===== config.mk =====
export PLATFORM = sky130hd
export DESIGN_NAME = unsigned_multiplier_arbiter_4_port_flat
export DESIGN_NICKNAME = d
export VERILOG_FILES = /design/src/rtl/unsigned_multiplier_arbiter_4_port_pkg.sv /design/src/rtl/unsigned_multiplier_arbiter_4_port_if.sv /design/src/rtl/unsigned_multiplier_arbiter_4_port_mult.sv /design/src/rtl/unsigned_multiplier_arbiter_4_port.sv /design/src/flat_wrapper.sv
export SDC_FILE = /design/constraint.sdc
export NUM_CORES = 1
export LEC_CHECK = 0
export ABC_CLOCK_PERIOD_IN_PS = 5400
export BUFFER_PORTS_ARGS = -buffer_cell sky130_fd_sc_hd__buf_2
export CELL_PAD_IN_SITES_DETAIL_PLACEMENT = 2
export CELL_PAD_IN_SITES_GLOBAL_PLACEMENT = 2
export CORE_AREA = 2 2 79 81
export CTS_CLUSTER_SIZE = 14
export DETAILED_ROUTE_END_ITERATION = 8
export DIE_AREA = 0 0 81 83
export GPL_ROUTABILITY_DRIVEN = 0
export GPL_TIMING_DRIVEN = 1
export PLACE_DENSITY_LB_ADDON = 0.1
export SYNTH_ARGS = -nofsm -noshare
export SYNTH_HDL_FRONTEND = slang
export SYNTH_SLANG_ARGS = --single-unit

===== constraint.sdc =====
create_clock -name Clock_In -period 5.4 [get_ports Clock_In]
set_clock_uncertainty 0.15 [all_clocks]
set_input_delay 0.81 -clock Clock_In [delete_from_list [all_inputs] [get_ports Clock_In]]
set_output_delay 0.81 -clock Clock_In [all_outputs]
set_load 0.1 [all_outputs]

===== src/rtl/unsigned_multiplier_arbiter_4_port_pkg.sv =====
// Shared constants, FSM encoding and round-robin helper for the 4-port multiplier arbiter.
// Widths: 4-bit operands, 8-bit full product, 2-bit requester id.
package unsigned_multiplier_arbiter_4_port_pkg;

  localparam int NUM_PORTS = 4;
  localparam int OP_W      = 4;
  localparam int RES_W     = 2 * OP_W;
  localparam int ID_W      = 2;

  // Pointer starts at the last port so port 0 wins the first arbitration.
  localparam logic [ID_W-1:0] PTR_RST = 2'd3;

  typedef enum logic [1:0] {
    ST_IDLE   = 2'd0,
    ST_MULT   = 2'd1,
    ST_RESULT = 2'd2
  } state_t;

  function automatic logic [ID_W-1:0] rr_next(input logic [ID_W-1:0] ptr, input int k);
    return ID_W'(int'(ptr) + k);
  endfunction

endpackage


===== src/rtl/unsigned_multiplier_arbiter_4_port_if.sv =====
// Request/result bus between requesters, the arbiter and the result consumer.
// slave = arbiter side, master = requester/consumer side.
interface unsigned_multiplier_arbiter_4_port_if;
  import unsigned_multiplier_arbiter_4_port_pkg::*;

  logic [NUM_PORTS-1:0]      Req_Valid_In;
  logic [NUM_PORTS*OP_W-1:0] Req_Data_A_In;
  logic [NUM_PORTS*OP_W-1:0] Req_Data_B_In;
  logic [NUM_PORTS-1:0]      Req_Ready_Out;
  logic                      Result_Valid_Out;
  logic [RES_W-1:0]          Result_Data_Out;
  logic [ID_W-1:0]           Result_Id_Out;
  logic                      Result_Ready_In;
  logic                      Busy_Out;

  modport slave (
    input  Req_Valid_In,
    input  Req_Data_A_In,
    input  Req_Data_B_In,
    input  Result_Ready_In,
    output Req_Ready_Out,
    output Result_Valid_Out,
    output Result_Data_Out,
    output Result_Id_Out,
    output Busy_Out
  );

  modport master (
    output Req_Valid_In,
    output Req_Data_A_In,
    output Req_Data_B_In,
    output Result_Ready_In,
    input  Req_Ready_Out,
    input  Result_Valid_Out,
    input  Result_Data_Out,
    input  Result_Id_Out,
    input  Busy_Out
  );

endinterface


===== src/rtl/unsigned_multiplier_arbiter_4_port_mult.sv =====
// Combinational 4x4 unsigned array multiplier: shifted partial-product rows summed by ripple adders.
// Zero latency; output forced to 0 when disabled so it is never left floating.
module Unsigned_Array_Multiplier_4_Bit
  import unsigned_multiplier_arbiter_4_port_pkg::*;
(
  input  logic             mult_en,
  input  logic [OP_W-1:0]  op_a,
  input  logic [OP_W-1:0]  op_b,
  output logic [RES_W-1:0] product
);

  logic [RES_W-1:0] acc;
  logic [RES_W-1:0] addend;
  logic [RES_W-1:0] sum_row;
  logic             carry;

  always_comb begin
    acc     = '0;
    addend  = '0;
    sum_row = '0;
    carry   = 1'b0;
    for (int i = 0; i < OP_W; i++) begin
      addend = op_b[i] ? (RES_W'(op_a) << i) : '0;
      carry  = 1'b0;
      for (int j = 0; j < RES_W; j++) begin
        sum_row[j] = acc[j] ^ addend[j] ^ carry;
        carry      = (acc[j] & addend[j]) | (carry & (acc[j] ^ addend[j]));
      end
      acc = sum_row;
    end
  end

  assign product = mult_en ? acc : '0;

endmodule


===== src/rtl/unsigned_multiplier_arbiter_4_port.sv =====
// Round-robin arbiter feeding one 4x4 multiplier; result valid 2 cycles after request accept.
// Result held until Result_Ready_In; no request accepted while a product is in flight or unconsumed.
module unsigned_multiplier_arbiter_4_port
  import unsigned_multiplier_arbiter_4_port_pkg::*;
#(
  parameter int NUM_PORTS = unsigned_multiplier_arbiter_4_port_pkg::NUM_PORTS
) (
  input  logic                                 Clock_In,
  input  logic                                 Reset_In,
  unsigned_multiplier_arbiter_4_port_if.slave  bus
);

  state_t            state_q, state_d;
  logic [ID_W-1:0]   ptr_q, ptr_d;
  logic [OP_W-1:0]   op_a_q, op_a_d;
  logic [OP_W-1:0]   op_b_q, op_b_d;
  logic [ID_W-1:0]   op_id_q, op_id_d;
  logic [RES_W-1:0]  res_dat_q, res_dat_d;
  logic [ID_W-1:0]   res_id_q, res_id_d;
  logic              res_vld_q, res_vld_d;
  logic              busy_q, busy_d;

  logic [ID_W-1:0]   win_id;
  logic [ID_W-1:0]   rr_cand;
  logic              any_req;
  logic              can_accept;
  logic              grant;
  logic [3:0]        req_rdy;
  logic [RES_W-1:0]  mult_prod;

  // Search order starts one past the last winner, ending on the last winner itself.
  always_comb begin
    any_req = 1'b0;
    win_id  = ptr_q;
    rr_cand = ptr_q;
    for (int k = 1; k <= NUM_PORTS; k++) begin
      rr_cand = rr_next(ptr_q, k);
      if (!any_req && bus.Req_Valid_In[rr_cand]) begin
        any_req = 1'b1;
        win_id  = rr_cand;
      end
    end
  end

  // Accept in IDLE, or in RESULT on the same cycle the held product is consumed.
  assign can_accept = !Reset_In &&
                      ((state_q == ST_IDLE) ||
                       ((state_q == ST_RESULT) && bus.Result_Ready_In));
  assign grant      = can_accept && any_req;

  always_comb begin
    req_rdy = '0;
    if (grant) begin
      req_rdy[win_id] = 1'b1;
    end
  end

  always_comb begin
    state_d   = state_q;
    ptr_d     = ptr_q;
    op_a_d    = op_a_q;
    op_b_d    = op_b_q;
    op_id_d   = op_id_q;
    res_dat_d = res_dat_q;
    res_id_d  = res_id_q;

    case (state_q)
      ST_IDLE: begin
        if (grant) begin
          state_d = ST_MULT;
        end
      end
      ST_MULT: begin
        res_dat_d = mult_prod;
        res_id_d  = op_id_q;
        state_d   = ST_RESULT;
      end
      ST_RESULT: begin
        if (bus.Result_Ready_In) begin
          state_d = grant ? ST_MULT : ST_IDLE;
        end
      end
      default: state_d = ST_IDLE;
    endcase

    if (grant) begin
      ptr_d   = win_id;
      op_a_d  = bus.Req_Data_A_In[OP_W*win_id +: OP_W];
      op_b_d  = bus.Req_Data_B_In[OP_W*win_id +: OP_W];
      op_id_d = win_id;
    end

    res_vld_d = (state_d == ST_RESULT);
    busy_d    = (state_d != ST_IDLE);
  end

  always_ff @(posedge Clock_In or posedge Reset_In) begin
    if (Reset_In) begin
      state_q   <= ST_IDLE;
      ptr_q     <= PTR_RST;
      op_a_q    <= '0;
      op_b_q    <= '0;
      op_id_q   <= '0;
      res_dat_q <= '0;
      res_id_q  <= '0;
      res_vld_q <= 1'b0;
      busy_q    <= 1'b0;
    end else begin
      state_q   <= state_d;
      ptr_q     <= ptr_d;
      op_a_q    <= op_a_d;
      op_b_q    <= op_b_d;
      op_id_q   <= op_id_d;
      res_dat_q <= res_dat_d;
      res_id_q  <= res_id_d;
      res_vld_q <= res_vld_d;
      busy_q    <= busy_d;
    end
  end

  Unsigned_Array_Multiplier_4_Bit u_mult (
    .mult_en (1'b1),
    .op_a    (op_a_q),
    .op_b    (op_b_q),
    .product (mult_prod)
  );

  assign bus.Req_Ready_Out    = req_rdy;
  assign bus.Result_Valid_Out = res_vld_q;
  assign bus.Result_Data_Out  = res_dat_q;
  assign bus.Result_Id_Out    = res_id_q;
  assign bus.Busy_Out         = busy_q;

endmodule


===== src/flat_wrapper.sv =====
// flat-port wrapper written by rule: the top's interface ports become plain ports
module unsigned_multiplier_arbiter_4_port_flat import unsigned_multiplier_arbiter_4_port_pkg::*;
#(
  parameter int NUM_PORTS = unsigned_multiplier_arbiter_4_port_pkg::NUM_PORTS
)
  (Clock_In, Reset_In, bus_Req_Valid_In, bus_Req_Data_A_In, bus_Req_Data_B_In, bus_Result_Ready_In, bus_Req_Ready_Out, bus_Result_Valid_Out, bus_Result_Data_Out, bus_Result_Id_Out, bus_Busy_Out);
  unsigned_multiplier_arbiter_4_port_if bus_i ();
  input  logic Clock_In;
  input  logic Reset_In;
  input wire logic [$bits(bus_i.Req_Valid_In)-1:0] bus_Req_Valid_In;
  input wire logic [$bits(bus_i.Req_Data_A_In)-1:0] bus_Req_Data_A_In;
  input wire logic [$bits(bus_i.Req_Data_B_In)-1:0] bus_Req_Data_B_In;
  input wire logic [$bits(bus_i.Result_Ready_In)-1:0] bus_Result_Ready_In;
  output wire logic [$bits(bus_i.Req_Ready_Out)-1:0] bus_Req_Ready_Out;
  output wire logic [$bits(bus_i.Result_Valid_Out)-1:0] bus_Result_Valid_Out;
  output wire logic [$bits(bus_i.Result_Data_Out)-1:0] bus_Result_Data_Out;
  output wire logic [$bits(bus_i.Result_Id_Out)-1:0] bus_Result_Id_Out;
  output wire logic [$bits(bus_i.Busy_Out)-1:0] bus_Busy_Out;
  assign bus_i.Req_Valid_In = bus_Req_Valid_In;
  assign bus_i.Req_Data_A_In = bus_Req_Data_A_In;
  assign bus_i.Req_Data_B_In = bus_Req_Data_B_In;
  assign bus_i.Result_Ready_In = bus_Result_Ready_In;
  assign bus_Req_Ready_Out = bus_i.Req_Ready_Out;
  assign bus_Result_Valid_Out = bus_i.Result_Valid_Out;
  assign bus_Result_Data_Out = bus_i.Result_Data_Out;
  assign bus_Result_Id_Out = bus_i.Result_Id_Out;
  assign bus_Busy_Out = bus_i.Busy_Out;
  unsigned_multiplier_arbiter_4_port #(.NUM_PORTS(NUM_PORTS)) u_core (.Clock_In(Clock_In), .Reset_In(Reset_In), .bus(bus_i));
endmodule

==> results.cfg, run 1 <==
[sta]
finalCriticalPeriod_ps = 4380
holdWs_ps = 343
setup_viol = 0
max_freq_mhz = 229
tightest_slew_ps = 977
grt_setup_unrepaired = no
setup_tns_ps = 0
timing.slew.headroom_pct = 34.8
finalCritPeriodShare_pct = 81.0
final_max_slew_viol_count = 0
final-hold-violation-count = 0

[detailed_routing]
routed_via_density = 4.97
wl_um = 4650
postRouteAntennaNets = 0
wl_per_cell_um = 15.6
num_vias = 1481
drc = 0
drt_iter0_drc = 41
drtPass1Iterations = 4

[cells_and_area]
fin_cells = 298
fin_nets = 275
final_util_pct = 36.3
syn2layout_area_growth_pct = 22.1
seq_area_um2 = 653
fill_cells = 668
multi_input_area_um2 = 968
num_antenna_cells = 0
drive_gt1_share_pct = 30.9

[critical_path]
r2r-start = u_core.op_a_q[1]
path_buf_inv = 3
crit_path_end_kind = flop
cpMostUsedCell = fa_1
critPathRequiredTime_ps = 5390
crit_path_max_incr_delay_ps = 490
r2r_setup_slack_ps = 1020
arrival_ps = 4370
worstSetupStartpointType = flop
crit_path_cell_trace = and2_1, ha_1, inv_1, fa_1, fa_1, inv_1, fa_1, fa_1, inv_1, fa_1, fa_1, fa_1, o21ai_0
crit_cells = 13
slowest_stage = fa_1
timing.rr.end = u_core.bus.Result_Data_Out[6]
cp_max_fo = 5
worstRegToRegCells = 13
cp_top_family = adder cells
critPathKind = flop to flop

[global_routing]
grt_pass1_wl_um = 8090
met2_usage_pct = 27.4
grt_overflow_total = 0
top_usage_layer = met2
grt_pass1_vias = 1653
grt_antenna_before_repair = 0
use_met3_pct = 1.96
grt_util_met1_pct = 19.2
grt_max_degree = 27
grt_usage_pct = 15.3

[synthesis]
yosysSeqAreaShare_pct = 37.8
synth_top_cell_area_share_pct = 34.7
synth_edf_count = 0
syn-cell-area_um2 = 1730
yosysMostFrequentCell = dfrtp_1
syn_avg_cell_area_um2 = 10.0
ys.flop_type = dfrtp_1
synthArstFlopShare_pct = 100
synth_top_area_cell = dfrtp_1
ys_top_cells_by_count = dfrtp_1, nand2_1, inv_1
synthCells = 173
synth_top_cells_by_area = dfrtp_1, fa_1, nand2_1
ys_types = 30
yosysWarningCount = 0
ys_ff_latch = 26
syn_nets = 224

[power]
p_per_area_nw_per_um2 = 579
ir_worst_vdd_v = 0.000269
p_leak_uw = 0.00101
p_seq_share_pct = 28.7
clkPwrFrac_pct = 13.4
switching_share_pct = 53.3
p_int_uw = 571
p_switching_uw = 651
p_comb_share_pct = 57.8

[clocking]
clkTransAtPathRegs_ps = 100
postCtsHoldBufs = 0
numCtsBuffers = 3
htree_levels = 1
cts_tree = yes
clk_latency_ps = 280
cts_resized = 0
cts_num_sinks = 26
cts_root_buf = clkbuf_8
cts_buffer_depth = 2
post-cts-setup-buffers = 0

[floorplan]
dieHeight_um = 83
die_x_um = 81
core.rowCount = 28
core_area_um2 = 5820
start_util_pct = 29.7
design.die.area_um2 = 6720
io_pins = 55

[worst_hold_path]
holdPathStages = 2
hold_class = flop to flop
worst_hold_startpoint = u_core.bus.Result_Data_Out[7]
min_to = u_core.bus.Result_Data_Out[7]

[place]
dpl.cell_count = 294
place_hpwl_um = 3860
io_buffers = 54

[run]
cap_violations = 0

[run_status]
status = completed
-- layer usage --
metal | up-vias | part of all wire [%]
met5 | - | 0
met4 | 0 | 0.67
met3 | 4 | 3.3
met2 | 42 | 53
met1 | 727 | 43
li1 | 708 | -
-- worst max path at each step --
stage	from	endpoint	slack, ps
after floorplan	u_core.op_b_q[0]	u_core.bus.Result_Data_Out[6]	1220
final	u_core.op_a_q[1]	u_core.bus.Result_Data_Out[6]	1020
after CTS	u_core.op_b_q[0]	u_core.bus.Result_Data_Out[6]	970
after global routing	u_core.op_a_q[1]	u_core.bus.Result_Data_Out[6]	770
after global placement	u_core.op_b_q[0]	u_core.bus.Result_Data_Out[6]	1120
after detailed placement	u_core.op_b_q[0]	u_core.bus.Result_Data_Out[6]	980
-- final cells by class --
class / count / area share (%)
repair buffers: 54 / 12.8
multi-input cells: 128 / 45.9
clock inverters: 1 / 1.42
well taps: 75 / 4.45
clock buffers: 3 / 1.96
flip-flops and latches: 26 / 30.9
inverters: 11 / 2.55
-- flip-flops by register name, summed over array words and instances, names as in the netlist --
register and cells:
u_core.bus.Result_Valid_Out 1, u_core.bus.Busy_Out 1, u_core.ptr_q 2, u_core.state_q 2, u_core.op_a_q 4, u_core.op_b_q 4
u_core.bus.Result_Data_Out 8, u_core.bus.Result_Id_Out 2, u_core.op_id_q 2
-- cells in the final DEF, fill, tap and decap left out --
cell       synthesis  routed
a21o_1             9       9
a21oi_1            2       2
a21oi_2            1       1
and2_1             9       9
buf_2              1      54
bufinv_16          0       1
clkbuf_8           0       3
clkinv_8           1       1
dfrtp_1           24      24
dfstp_2            2       2
fa_1               8       8
ha_1               4       4
inv_1             10      10
mux2_2             5       5
mux2i_1            8       8
nand2_1           23      23
nand2b_1           4       4
nand4_1            8       8
nor2_1             9       9
nor2b_1            4       4
nor3_4             1       1
nor4_1             1       1
o211ai_1           8       8
o21a_1             3       3
o21ai_0            8       8
o21ai_1            1       1
o311ai_4           1       1
o31ai_1            9       9
or2b_1             1       1
or4_1              1       1
-- power groups by stage --
stage,Combinational (µW),Clock [µW],Sequential (µW)
2_1_floorplan,372,0,557
3_3_place_gp,696,0,348
3_5_place_dp,718,0,357
4_1_cts,722,168,354
5_1_grt,779,173,369
6_report,707,164,351
-- through the flow --
step | total power [µW] | setup slack (ps) | instance area (µm²)
after floorplan | 929 | 1220 | 1730
after global placement | 1040 | 1120 | 2040
after detailed placement | 1080 | 984 | 2040
after CTS | 1240 | 969 | 2110
after global routing | 1320 | 772 | 2110
final | 1220 | 1020 | 2110
-- cells by family after synthesis --
family,after synthesis,share of synthesized area [%]
DFF,26,37.8
AOI/OAI and AO/OA,42,17.8
adders and majority gates,12,12.2
and+or+nand+nor,61,18.2
buffers and inverters,19,6.22
muxes,13,7.89
-- worst min-delay path, cell delays in order, from the launching register on --
cell and delay (ps):
dfrtp_1 350, nand2_1 50, o21ai_0 60
Power figures use the tool's default switching activity.
==> run 2, diff against run 1 <==
- ABC_AREA: not set -> 1
- ABC_CLOCK_PERIOD_IN_PS: 5400 -> 3750
- CORE_AREA: 2 2 79 81 -> 2 2 91 93
- DIE_AREA: 0 0 81 83 -> 0 0 93 95
- clock period: 5.4 -> 3.75 ns (I/O delays scaled with it)
==> run 2 against run 1 <==
Against the previous run:
- the run now ends with negative setup slack left
- non-clock buffer count is 9 higher
- wire length is 23% higher
- utilization is 3.7 points lower
- sequential cell count stayed put
- synthesized cell count is 51% higher
==> results.cfg, run 2 <==
[floorplan]
core.rowCount = 33
start_util_pct = 25.8
dieHeight_um = 95
design.die.area_um2 = 8840
die_x_um = 93
io_pins = 55
core_area_um2 = 7930

[power]
p_per_area_nw_per_um2 = 1040
ir_worst_vdd_v = 0.000563
p_leak_uw = 0.00143

[detailed_routing]
drc = 0
wl_per_cell_um = 13.4
drt_iter0_drc = 50
wl_um = 5730
num_vias = 1851
routed_via_density = 4.33
postRouteAntennaNets = 0
drtPass1Iterations = 4

[critical_path]
cpMostUsedCell = fa_2
crit_path_end_kind = flop
crit_path_cell_trace = nand2_1, inv_1, ha_1, inv_1, fa_2, fa_1, inv_1, fa_2, fa_2, inv_1, fa_2, fa_2, fa_1, o21ai_1
arrival_ps = 3970
critPathKind = flop to flop
critPathRequiredTime_ps = 3750
slowest_stage = fa_2
cp_max_fo = 3
crit_path_max_incr_delay_ps = 530
worstSetupStartpointType = flop

[synthesis]
syn_avg_cell_area_um2 = 7.83
synth_edf_count = 0
syn_nets = 312
syn-cell-area_um2 = 2040
ys.flop_type = dfrtp_1
yosysMostFrequentCell = nand2_1
synth_top_cells_by_area = dfrtp_1, nand2_1, fa_1
synth_top_area_cell = dfrtp_1
yosysSeqAreaShare_pct = 31.9
synth_top_cell_area_share_pct = 29.4
ys_ff_latch = 26
ys_top_cells_by_count = nand2_1, dfrtp_1, inv_1
ys_types = 27
yosysWarningCount = 0
synthArstFlopShare_pct = 100
synthCells = 261

[sta]
max_freq_mhz = 252
setup_ws_ps = -220
final-hold-violation-count = 0
grt_setup_unrepaired = yes
tightest_slew_ps = 488
setup_tns_ps = -357
finalCriticalPeriod_ps = 3970
setup_viol = 2
finalCritPeriodShare_pct = 106
timing.slew.headroom_pct = 67.7
final_max_slew_viol_count = 0

[clocking]
postCtsHoldBufs = 0
cts_tree = yes
htree_levels = 1
cts_num_sinks = 26
clkTransAtPathRegs_ps = 90
cts_buffer_depth = 2
cts_root_buf = clkbuf_8
numCtsBuffers = 3
clk_latency_ps = 270

[global_routing]
grt_pass1_wl_um = 9820
grt_usage_pct = 13.9
grt_overflow_total = 0
grt_max_degree = 27
grt_pass1_vias = 1994
grt_antenna_before_repair = 0

[cells_and_area]
fin_nets = 374
syn2layout_area_growth_pct = 26.3
seq_area_um2 = 653
layout_commonest_cell = nand2_1
fill_cells = 990
largest_reg_flops = 8
num_antenna_cells = 0
fin_cells = 427
multi_input_area_um2 = 1220
layout_common_cells = nand2_1, buf_2, dfrtp_1, inv_1, nand2_2
drive_gt1_share_pct = 40.1

[run]
cap_violations = 0

[worst_hold_path]
hold_class = input pin to asynchronous set/reset pin

[run_status]
violations = negative setup slack
status = complete, but fails checks

[place]
place_hpwl_um = 4780
dpl.cell_count = 421
io_buffers = 54
==> run 2: final cells by class <==
class | count | share of cell area [%]
multi-input combinational | 199 | 47.3
sequential | 26 | 25.3
timing repair buffer | 63 | 14.8
inverter | 30 | 5.33
tap | 105 | 5.09
clock buffer | 4 | 2.13
==> run 2: repair_timing <==
item / in CTS / in global routing
setup buffers: 2 / 0
endpoints found under the setup margin: 3 / 3
gates cloned: 0 / 0
gates resized for setup: 2 / 0
==> run 2: logic make-up (layout without fill, tap and decap cells) <==
family                     after synthesis  in the layout  share of synthesized area, %
DFF                                     26             26                          31.9
and+or+nand+nor                        170            170                          44.4
adders and majority gates               12             12                          10.3
buffers and inverters                   36             97                          9.18
AOI/OAI and AO/OA                       17             17                          4.16
==> run 2: stage by stage <==
step,utilization [%],hold slack (ps),instance area (µm²),power [µW],setup WS [ps]
4_1_cts,32.6,257,2580,2760,-268
6_report,32.6,242,2580,2690,-220
3_5_place_dp,31.7,307,2510,2550,-343
5_1_grt,32.6,295,2580,2950,-386
3_3_place_gp,31.7,302,2510,2500,-172
2_1_floorplan,-,316,2060,2120,-112
==> run 2: worst paths after layout <==
path                                                from  cells after the start                       endpoint  slack, ps
hold / removal                                  Reset_In                      3  u_core.bus.Result_Data_Out[4]        240
setup / recovery                        u_core.op_b_q[0]                     14  u_core.bus.Result_Data_Out[6]       -220
max in group asynchronous                       Reset_In                      3                u_core.ptr_q[0]       2910
min in group Clock_In      u_core.bus.Result_Data_Out[3]                      2  u_core.bus.Result_Data_Out[3]        330
setup reg to reg                        u_core.op_b_q[0]                     14  u_core.bus.Result_Data_Out[6]       -220
hold reg to reg            u_core.bus.Result_Data_Out[3]                      2  u_core.bus.Result_Data_Out[3]        330
==> run 2: metal layers <==
metal | part of all wire, % | wire length [µm] | global-route usage [%]
met2 | 52 | 2990 | 25.0
met1 | 44 | 2510 | 18.0
met4 | 0.99 | 57 | 3.92
met5 | 0 | 0 | 0
met3 | 3.0 | 174 | 1.12
==> run 2: worst max-delay path, delay by kind of cell, from the launching register on <==
family                     cells  cell delay [ps]
AOI/OAI and AO/OA              1               70
adders and majority gates      8             2950
DFF                            1              380
and+or+nand+nor                1               70
buffers and inverters          4              210
==> run 2: power breakdown <==
part	leakage, µW	internal (µW)	total (µW)	switching (µW)
logic	0.00108	557	1990	1430
clock network	0.0000288	93.9	185	90.9
registers	0.000326	410	519	110
total	0.00143	1060	2690	1630
